**src/rtl/mult_rr_arbiter.sv**
```systemverilog
// Round-robin front end that lets N requesters share one sequential multiplier.
// Each transaction runs IDLE -> RUN -> DONE, so mul_start always drops between jobs.
module mult_rr_arbiter #(
    parameter int N       = 4,
    parameter int WIDTH   = 4,
    parameter int MUL_LAT = 6
) (
    input  logic                   clk,
    input  logic                   rst,
    input  logic [N-1:0]           req,
    input  logic [N*WIDTH-1:0]     a_in,
    input  logic [N*WIDTH-1:0]     b_in,
    output logic [N-1:0]           done,
    output logic [2*WIDTH-1:0]     res_out,
    output logic [$clog2(N)-1:0]   res_id,
    output logic                   busy,
    output logic                   mul_start,
    output logic [WIDTH-1:0]       mul_a,
    output logic [WIDTH-1:0]       mul_b,
    input  logic [2*WIDTH-1:0]     mul_o
);

    localparam int IDW   = $clog2(N);
    localparam int CNT_W = (MUL_LAT > 1) ? $clog2(MUL_LAT) : 1;
    localparam logic [CNT_W-1:0] CNT_LAST = CNT_W'(MUL_LAT - 1);

    localparam logic [1:0] S_IDLE = 2'd0;
    localparam logic [1:0] S_RUN  = 2'd1;
    localparam logic [1:0] S_DONE = 2'd2;

    logic [1:0]         state_q, state_d;
    logic [IDW-1:0]     ptr_q, ptr_d;
    logic [CNT_W-1:0]   cnt_q, cnt_d;
    logic [N-1:0]       done_q, done_d;
    logic [2*WIDTH-1:0] res_q, res_d;
    logic [IDW-1:0]     id_q, id_d;
    logic               busy_q, busy_d;
    logic               start_q, start_d;
    logic [WIDTH-1:0]   a_q, a_d;
    logic [WIDTH-1:0]   b_q, b_d;

    logic               grant_vld;
    logic [IDW-1:0]     grant_idx;
    logic [IDW-1:0]     grant_nxt;
    logic [IDW-1:0]     scan_idx;
    int                 scan_pos;
    int                 nxt_pos;

    // Scan from ptr downward in priority order; the last hit (closest to ptr) wins.
    always_comb begin
        grant_vld = 1'b0;
        grant_idx = '0;
        scan_idx  = '0;
        scan_pos  = 0;
        for (int k = N - 1; k >= 0; k--) begin
            scan_pos = int'(ptr_q) + k;
            if (scan_pos >= N) scan_pos = scan_pos - N;
            scan_idx = IDW'(scan_pos);
            if (req[scan_idx]) begin
                grant_vld = 1'b1;
                grant_idx = scan_idx;
            end
        end
        nxt_pos = int'(grant_idx) + 1;
        if (nxt_pos >= N) nxt_pos = 0;
        grant_nxt = IDW'(nxt_pos);
    end

    always_comb begin
        state_d = state_q;
        ptr_d   = ptr_q;
        cnt_d   = cnt_q;
        done_d  = done_q;
        res_d   = res_q;
        id_d    = id_q;
        busy_d  = busy_q;
        start_d = start_q;
        a_d     = a_q;
        b_d     = b_q;
        case (state_q)
            S_IDLE: begin
                if (grant_vld) begin
                    a_d     = a_in[grant_idx*WIDTH +: WIDTH];
                    b_d     = b_in[grant_idx*WIDTH +: WIDTH];
                    id_d    = grant_idx;
                    ptr_d   = grant_nxt;
                    cnt_d   = '0;
                    start_d = 1'b1;
                    busy_d  = 1'b1;
                    state_d = S_RUN;
                end
            end
            S_RUN: begin
                if (cnt_q == CNT_LAST) begin
                    res_d        = mul_o;
                    done_d       = '0;
                    done_d[id_q] = 1'b1;
                    start_d      = 1'b0;
                    state_d      = S_DONE;
                end else begin
                    cnt_d = cnt_q + 1'b1;
                end
            end
            S_DONE: begin
                done_d  = '0;
                busy_d  = 1'b0;
                state_d = S_IDLE;
            end
            default: begin
                done_d  = '0;
                busy_d  = 1'b0;
                start_d = 1'b0;
                state_d = S_IDLE;
            end
        endcase
    end

    always_ff @(posedge clk) begin
        if (rst) begin
            state_q <= S_IDLE;
            ptr_q   <= '0;
            cnt_q   <= '0;
            done_q  <= '0;
            res_q   <= '0;
            id_q    <= '0;
            busy_q  <= 1'b0;
            start_q <= 1'b0;
            a_q     <= '0;
            b_q     <= '0;
        end else begin
            state_q <= state_d;
            ptr_q   <= ptr_d;
            cnt_q   <= cnt_d;
            done_q  <= done_d;
            res_q   <= res_d;
            id_q    <= id_d;
            busy_q  <= busy_d;
            start_q <= start_d;
            a_q     <= a_d;
            b_q     <= b_d;
        end
    end

    assign done      = done_q;
    assign res_out   = res_q;
    assign res_id    = id_q;
    assign busy      = busy_q;
    assign mul_start = start_q;
    assign mul_a     = a_q;
    assign mul_b     = b_q;

endmodule

```
**config.mk**
```make
export PLATFORM = sky130hd
export DESIGN_NAME = mult_rr_arbiter
export DESIGN_NICKNAME = d
export VERILOG_FILES = /design/src/rtl/mult_rr_arbiter.sv
export SDC_FILE = /design/constraint.sdc
export NUM_CORES = 1
export LEC_CHECK = 0
export BUFFER_PORTS_ARGS = -buffer_cell sky130_fd_sc_hd__buf_4
export CAP_MARGIN = 15
export CORE_MARGIN = 10
export CORE_UTILIZATION = 50
export DETAILED_ROUTE_END_ITERATION = 16
export GPL_TIMING_DRIVEN = 0
export PLACE_DENSITY = 0.95
export SLEW_MARGIN = 20
export SYNTH_ARGS = -nofsm -noshare
export SYNTH_HDL_FRONTEND = slang
export SYNTH_SLANG_ARGS = --single-unit
export TNS_END_PERCENT = 1
```
**constraint.sdc**
```tcl
create_clock -name clk -period 3.85 [get_ports clk]
set_input_delay 0.385 -clock clk [delete_from_list [all_inputs] [get_ports clk]]
set_output_delay 0.385 -clock clk [all_outputs]
set_load 0.1 [all_outputs]
```
# Word level (Yosys, flattened, before mapping)
# Cells that the tools add are included.
# Widths: inputs -> output; s select.
[classes]
addsub = 9
n_mul = 0
div = 0
n_lt_le_gt_ge = 11
eq_ne = 6
shifts = 2
n_mux = 35
bitwise_logic = 3
n_reduce_logical = 10
[op_table]
columns = ["op", "count"]
rows = [
  ["$shiftx 16x5->4", 2],
  ["$mux 2", 11],
  ["$lt 2x3->1 const B", 5],
  ["$ge 3x3->1 const B", 4],
  ["$mux 1", 11],
  ["$reduce_and 2->1", 5],
  ["$bmux 1 s2", 4],
  ["$pmux 4 s2", 1],
  ["$sub 2x1->2 const B", 4],
  ["$add 2x1->3 const B", 2],
  ["$add 2x2->3 const B", 2],
  ["$mux 3", 2],
  ["$ne 2x2->1 const B", 3],
  ["$pmux 3 s2", 1],
  ["$reduce_and 3->1", 2],
  ["$mux 4", 1],
  ["$pmux 2 s2", 1],
  ["$add 3x1->3 const B", 1],
  ["$eq 3x3->1 const B", 1],
  ["$ge 2x3->1 const B", 1],
  ["$not 1->1", 3],
  ["$pmux 1 s3", 1],
  ["$demux 1 s2", 1],
  ["$eq 2x1->1 const B", 1],
  ["6 further kinds", 6],
]
[totals]
reg_bits = 31
latchBits = 0
mem_bits_rw = 0
rom_bits = 0
out_inout_bits = 24
elab_cells = 86
mem_count = 0

# Depth between registers and ports, before layout
# Gate-level depths: netlist of the first run.
[logic_depth]
ltp_word = 12
ltp_mapped = 7
ltp_nobuf = 7

# Worst setup path after synthesis of the first run
# No wires, ideal clock.
[synth_timing]
path_type = "input to register"
start = "input port req[0]"
end = "register a_q[3], in the netlist mul_a[3]"
t_arrival_ps = 1805
required_time_ps = 3765
path_slack_ps = 1960
cell_stages = 7
path_cell_list = "nor2b_1 -> or4b_1 -> buf_2 -> and2_4 -> buf_6 -> o211a_1 -> o31ai_2"
[synth_between]
elab_chain_cells = 7
word_cells_on_any_way = 18
classes_between = "shift: 1; mux: 16; reduce/logical: 1"
[synth_lines]
columns = ["item", "line_no", "text"]
rows = [
  ["start, declared", "10", "input logic [N-1:0] req,"],
  ["$bmux 1 s2", "59", "if (req[scan_idx]) begin"],
  ["$mux 1 (not written as such)", "59", ""],
  ["$mux 2 / $mux 1 (equally long branches) (4 in a row)", "59", ""],
  ["$shiftx 16x5->4 / $reduce_and 2->1 (equally long branches)", "n/a", ""],
  ["end signal, assigned", "128", "a_q <= '0;"],
  ["end signal, assigned", "139", "a_q <= a_d;"],
  ["end, declared", "39", "logic [WIDTH-1:0] a_q, a_d;"],
]
# Several ways; a longest one is shown, not always the timed one. The select of a mux whose other input is x is not followed.
# A chain may end at the register's enable or synchronous reset.

# Worst setup path in the final report of the first run
[layout_timing]
start = "register ptr_q[0]"
end = "register a_q[1], in the netlist mul_a[1]"
[layout_between]
elab_chain_cells = 10
word_cells_on_any_way = 33
classes_between = "add/sub: 7; order compare: 4; shift: 1; mux: 20; reduce/logical: 1"
[layout_lines]
columns = ["item", "line_no", "text"]
rows = [
  ["start, declared", "32", "logic [IDW-1:0] ptr_q, ptr_d;"],
  ["start signal, assigned", "132", "ptr_q <= ptr_d;"],
  ["$add 2x2->3", "56", "scan_pos = int'(ptr_q) + k;"],
  ["$ge 3x3->1 / $sub 2x1->2 (equally long branches)", "57", "if (scan_pos >= N) scan_pos = scan_pos - N;"],
  ["$mux 2", "57", ""],
  ["$bmux 1 s2", "59", ""],
  ["$mux 1 (not written as such)", "59", ""],
  ["$mux 2 / $mux 1 (equally long branches) (4 in a row)", "59", ""],
  ["$shiftx 16x5->4 / $reduce_and 2->1 (equally long branches)", "n/a", ""],
]
# Several ways; a longest one is shown, not always the timed one. The select of a mux whose other input is x is not followed.

==> results of run 1 <==
## critical path, cell delays in order (launching register included)
cell and delay (ns):
dfxtp_1 0.34, nor2b_1 0.16, or4_1 0.13, clkbuf_1 0.32, buf_2 0.28, nand2_1 0.27
a211oi_1 0.39, o31ai_2 0.08
## cell usage after synthesis, types with 2 or more instances
cell      number  area (um^2)
xnor2_1        2         17.5
o31ai_2        8          100
and3_1         8         50.1
nand3_1       15         75.1
nand2_1       31          116
a211oi_1      10         75.1
nor2b_1        7         43.8
nor2_1        11         41.3
a21oi_1       15         75.1
inv_1         11         41.3
buf_2          4         20.0
a31oi_1        2         12.5
o211a_1        8         80.1
clkbuf_1       6         22.5
ha_1           2         25.0
nor3_1         2         10.0
nand3b_1       2         15.0
buf_1          2         7.51
dfxtp_1       31          621
o21ai_0        2         10.0
## final cells by class
class | instances | area, um^2 | share of cell area (%)
Tap cell | 33 | 41.3 | 1.91
Clock inverter | 2 | 12.5 | 0.580
Clock buffer | 6 | 41.3 | 1.91
Sequential cell | 31 | 621 | 28.8
Inverter | 11 | 41.3 | 1.91
Timing Repair Buffer | 68 | 510 | 23.7
Buffer | 13 | 61.3 | 2.84
Multi-Input combinational cell | 135 | 830 | 38.4
## logic make-up (layout without fill, tap and decap cells)
logic type	count (synthesis)	count (layout)	synth area share [%]
simple gates	83	83	25.9
compound gates	48	48	24.7
xor+xnor	2	2	1.13
buf+inv	24	100	6.61
flops	31	31	40.0
fa+ha+maj	2	2	1.61
## report_power, final
part           switching [mW]  internal (mW)
logic                   0.227          0.115
clock network           0.112         0.0703
registers              0.0161          0.343
## metal layers
layer | up-vias | part of all wire (%) | GRT usage, %
met5 | - | 0 | 0
met4 | 0 | 2.4 | 6.39
met3 | 11 | 6.4 | 6.25
met2 | 41 | 52 | 27.5
met1 | 734 | 39 | 18.1
li1 | 815 | - | -
## stage by stage
step / util (%) / cell area [um^2]
2_1_floorplan: - / 1550
3_3_place_gp: 70.1 / 2100
3_5_place_dp: 70.1 / 2100
4_1_cts: 71.9 / 2160
5_1_grt: 71.9 / 2160
6_report: 71.9 / 2160
## registers in the layout, indices dropped and copies added, names as in the netlist
name,count
busy,1
cnt_q,3
done,4
mul_a,4
mul_b,4
mul_start,1
ptr_q,2
res_id,2
res_out,8
state_q,2
## worst paths after layout
path	startpoint	end	cells past startpoint
worst min-delay path	mul_o[2]	res_out[2]	3
worst min register to register	res_out[3]	res_out[3]	2
worst max-delay path	ptr_q[0]	mul_a[1]	7
worst max register to register	ptr_q[0]	mul_a[1]	7
==> reports/results.ini, run 1 <==
[detailed_routing]
dr_total_vias = 1601
drtIter0Drc = 124
routed_wl_um = 4590
first_pass_iters = 4
route.detailed.drc = 0
vias_per_cell = 5.35
wl_per_cell_um = 15.4
ant_nets = 0

[clocking]
cts_tree = done
cts_num_sinks = 31
cts_buffers = 5
path_clk_slew_ns = 0.10
clk_latency_ns = 0.34
cts_hold_buf = 0
postCtsSetupBuffers = 0
htreeDepth = 2
ctsRootBufferMaster = clkbuf_4
cts_resized = 0
clockBufferDepth = 2

[power_and_ir_drop]
total_power_uw = 884
worst_ir_drop_vdd_v = 0.000304
p_leak_nw = 1.02
p_per_area_nw_per_um2 = 409

[timing]
finalCritPeriodShare_pct = 54.5
hold_viol = 0
tightest_slew_ns = 0.746
fin_crit_ns = 2.10
clock_skew_ns = 0.00572
maxSlewHeadroom_pct = 49.9
rsz0062_at_grt = no
fin_setup_tns_ns = 0
whs_ns = 0.287
timing.final.ws_setup_ns = 1.75
report.final.slew_viol_count = 0
setup_viol = 0
maxClockFrequency_mhz = 477

[critical_path]
worstPathArrival_ns = 2.31
cp.required_ns = 4.06
ff2ff_setup_slack_ns = 1.75
crit_fanout = 10
path_class = flop to flop
critPathLaunchType = flop
cp-end-kind = flop

[placed_design]
io_buffers = 68
dpl.hpwl_um = 3540
dpl.cell_count = 291
gp_congestion = 0.814
dp_slack_ns = 1.50

[synthesis]
synth_edf_count = 0
mappedNetlistArea_um2 = 1550
yosysUniqueCellTypes = 31
synth_seq_area_share_pct = 40.0
ys.flop_type = dfxtp_1
synth_nets = 238
ys_warn_count = 0
syn_avg_cell_area_um2 = 8.17
syn_inst = 190
ys_ff_latch = 31
asyncSetResetFlopFracSynth_pct = 0

[global_routing]
grt_usage_pct = 16.3
grt_overflow = 0
grt_pass1_vias = 1550
antenna_found_initial = 0
grt_max_degree = 11
grt_first_pass_wirelength_um = 7190

[min_path]
hold_path.class = primary input to flop

[finish]
layout-drive-gt1-share_pct = 33.8
finalNonFillerCells = 299
final_cell_mix = 68 x buf_4, 31 x nand2_1, 31 x dfxtp_1
area_growth_pct = 39.0
n_fill_cell = 246
diodes = 0
nets = 313
final_common_cell = buf_4

[job]
maxCapViolations = 0

[floorplanning]
start_util_pct = 51.7
die_y_um = 75.7
die-area_um2 = 5730
io_pins = 70
coreArea_um2 = 3000
row_count = 20
die_w_um = 75.7

[outcome]
outcome = finished clean

Note: power is estimated with default switching activity, not from simulation.
==> run 2: changes to the inputs <==
--- a/config.mk
+++ b/config.mk
@@ -8,10 +8,10 @@
 export BUFFER_PORTS_ARGS = -buffer_cell sky130_fd_sc_hd__buf_4
 export CAP_MARGIN = 15
 export CORE_MARGIN = 10
-export CORE_UTILIZATION = 50
+export CORE_UTILIZATION = 42
 export DETAILED_ROUTE_END_ITERATION = 16
 export GPL_TIMING_DRIVEN = 0
-export PLACE_DENSITY = 0.95
+export PLACE_DENSITY = 0.87
 export SLEW_MARGIN = 20
 export SYNTH_ARGS = -nofsm -noshare
 export SYNTH_HDL_FRONTEND = slang
==> constraint.sdc (replaced) <==
create_clock -name clk -period 1.7 [get_ports clk]
set_input_delay 0.17 -clock clk [delete_from_list [all_inputs] [get_ports clk]]
set_output_delay 0.17 -clock clk [all_outputs]
set_load 0.1 [all_outputs]
==> run 2 against run 1 <==
Compared with the run above:
- the flow now finishes with violations (negative setup slack)
- register-to-register slack worse by 1.8 ns
- sequential share of layout area shrank 2.7 points
- global-route usage decreased by 0.96 points
- final cell count grew 6.7%
- clock power increased to 4.1 times the previous value
- power increased to 2.8 times the previous value
- critical path depth stayed put
- first-iteration DRC count shrank 15%
- largest power group is now combinational cells
- highest routed layer unchanged
==> reports/results.ini, run 2 (synthesized netlist as in run 1, its figures left out) <==
[global_routing]
antenna_found_initial = 0
grt_overflow = 0
grt_usage_pct = 15.4
grt_max_degree = 11
grt_first_pass_wirelength_um = 8000
grt_pass1_vias = 1670

[power_and_ir_drop]
worst_ir_drop_vdd_v = 0.000582
p_per_area_nw_per_um2 = 1020
total_power_mw = 2.43
p_leak_nw = 1.11

[floorplanning]
start_util_pct = 43.1
coreArea_um2 = 3610
die_w_um = 80.8
row_count = 22
die_y_um = 80.8
die-area_um2 = 6530
io_pins = 70

[outcome]
violations = negative setup slack
outcome = complete, but fails checks

[detailed_routing]
met1Wirelength_um = 1970
wl_met3_um = 225
route.detailed.drc = 0
wl_met2_um = 2710
drtIter0Drc = 106
dr_total_vias = 1657
wl_per_cell_um = 15.6
ant_nets = 0
routed_wl_um = 4970
first_pass_iters = 4
top_layer = met4
vias_per_cell = 5.19

[critical_path]
slowest_delay_ns = 0.50
timing.critical_path.from = ptr_q[0]
path_class = flop to flop
cp-end-kind = flop
critPathLaunchType = flop
cp.required_ns = 1.86
r2r_end = mul_a[3]
endpoint = mul_a[3]
path_cells = buf_4 -> nor2b_1 -> or4_4 -> buf_6 -> and3_4 -> a211oi_2 -> o31ai_2
ff2ff_setup_slack_ns = -0.07
timing.rr.start = ptr_q[0]
crit_fanout = 10
r2r_cells = 7
critPathSlowestCell = or4_4
worstPathArrival_ns = 1.92

[finish]
final_common_cell = buf_4
diodes = 0
nets = 318
final_cell_mix = 74 x buf_4, 30 x nand2_1, 29 x dfxtp_1
area_growth_pct = 54.1
layout-drive-gt1-share_pct = 42.1
final_area_um2 = 2390
largest_reg_flops = 8

[timing]
hold_viol = 0
setup_viol = 8
timing.final.ws_setup_ns = -0.0651
report.final.slew_viol_count = 0
fin_setup_tns_ns = -0.302
clock_skew_ns = 0.00342
finalCritPeriodShare_pct = 104
whs_ns = 0.130
rsz0062_at_grt = yes
maxClockFrequency_mhz = 567
maxSlewHeadroom_pct = 57.1
tightest_slew_ns = 0.641
fin_crit_ns = 1.77

[clocking]
cts_buffers = 5
clk_latency_ns = 0.28
cts_tree = done
ctsRootBufferMaster = clkbuf_8
path_clk_slew_ns = 0.06
clockBufferDepth = 2
htreeDepth = 2
cts_num_sinks = 31

[placed_design]
io_buffers = 68
placed_cell_area_um2 = 2140
gp_congestion = 0.779
dpl.hpwl_um = 3520

[min_path]
hold_path.class = primary input to flop

[job]
maxCapViolations = 0

-- run 2: power by group --
group          total, mW  internal (mW)  switching, mW
clock network      0.746          0.474          0.273
logic              0.866          0.314          0.552
registers          0.820          0.780         0.0397
-- run 2: metal layers --
layer  up-vias  track usage [%]
met5         -                0
li1        827                -
met3         5             3.75
met2        33             28.1
met4         0             5.54
met1       792             16.8
-- run 2: worst max-delay path, delay by kind of cell (launching register included) --
family / cells / cell delay (ns)
buf+inv: 2 / 0.30
simple gates: 3 / 0.71
compound gates: 2 / 0.28
flops: 1 / 0.35
-- run 2: worst min path at each step --
stage | cells after the start | endpoint | slack (ns) | from
final | 3 | res_out[4] | 0.13 | mul_o[4]
after global routing | 3 | res_out[1] | 0.13 | mul_o[1]
after CTS | 3 | res_out[4] | 0.13 | mul_o[4]
after detailed placement | 3 | res_out[5] | 0.43 | mul_o[5]
after global placement | 3 | res_out[6] | 0.42 | mul_o[6]
after floorplan | 2 | res_out[0] | 0.31 | mul_o[0]
-- run 2: what timing repair did --
| item | CTS | global route |
|---|---|---|
| gates cloned | 1 | 0 |
| buffers inserted | 6 | 0 |
| gates resized for setup | 16 | 7 |
| pin swaps | 10 | 1 |
| setup endpoints to repair | 13 | 19 |
| hold buffers | 0 | 0 |
-- run 2: layout make-up --
class | instances | area [um^2]
fillers | 288 | 1210
multi-input cells | 136 | 918
flip-flops and latches | 31 | 623
repair buffers | 74 | 556
clock buffers | 6 | 82.6
plain buffers | 11 | 76.3
well taps | 48 | 60.1
inverters | 11 | 41.3
clock inverters | 2 | 35.0
-- run 2: metrics by stage --
stage / worst slack (ns) / cells / util, %
floorplan: -0.0304 / 190 / -
global placement: -0.243 / 306 / 59.4
detailed placement: -0.289 / 306 / 59.4
CTS: -0.0423 / 319 / 65.6
global route: -0.136 / 319 / 66.3
finish: -0.0651 / 319 / 66.3
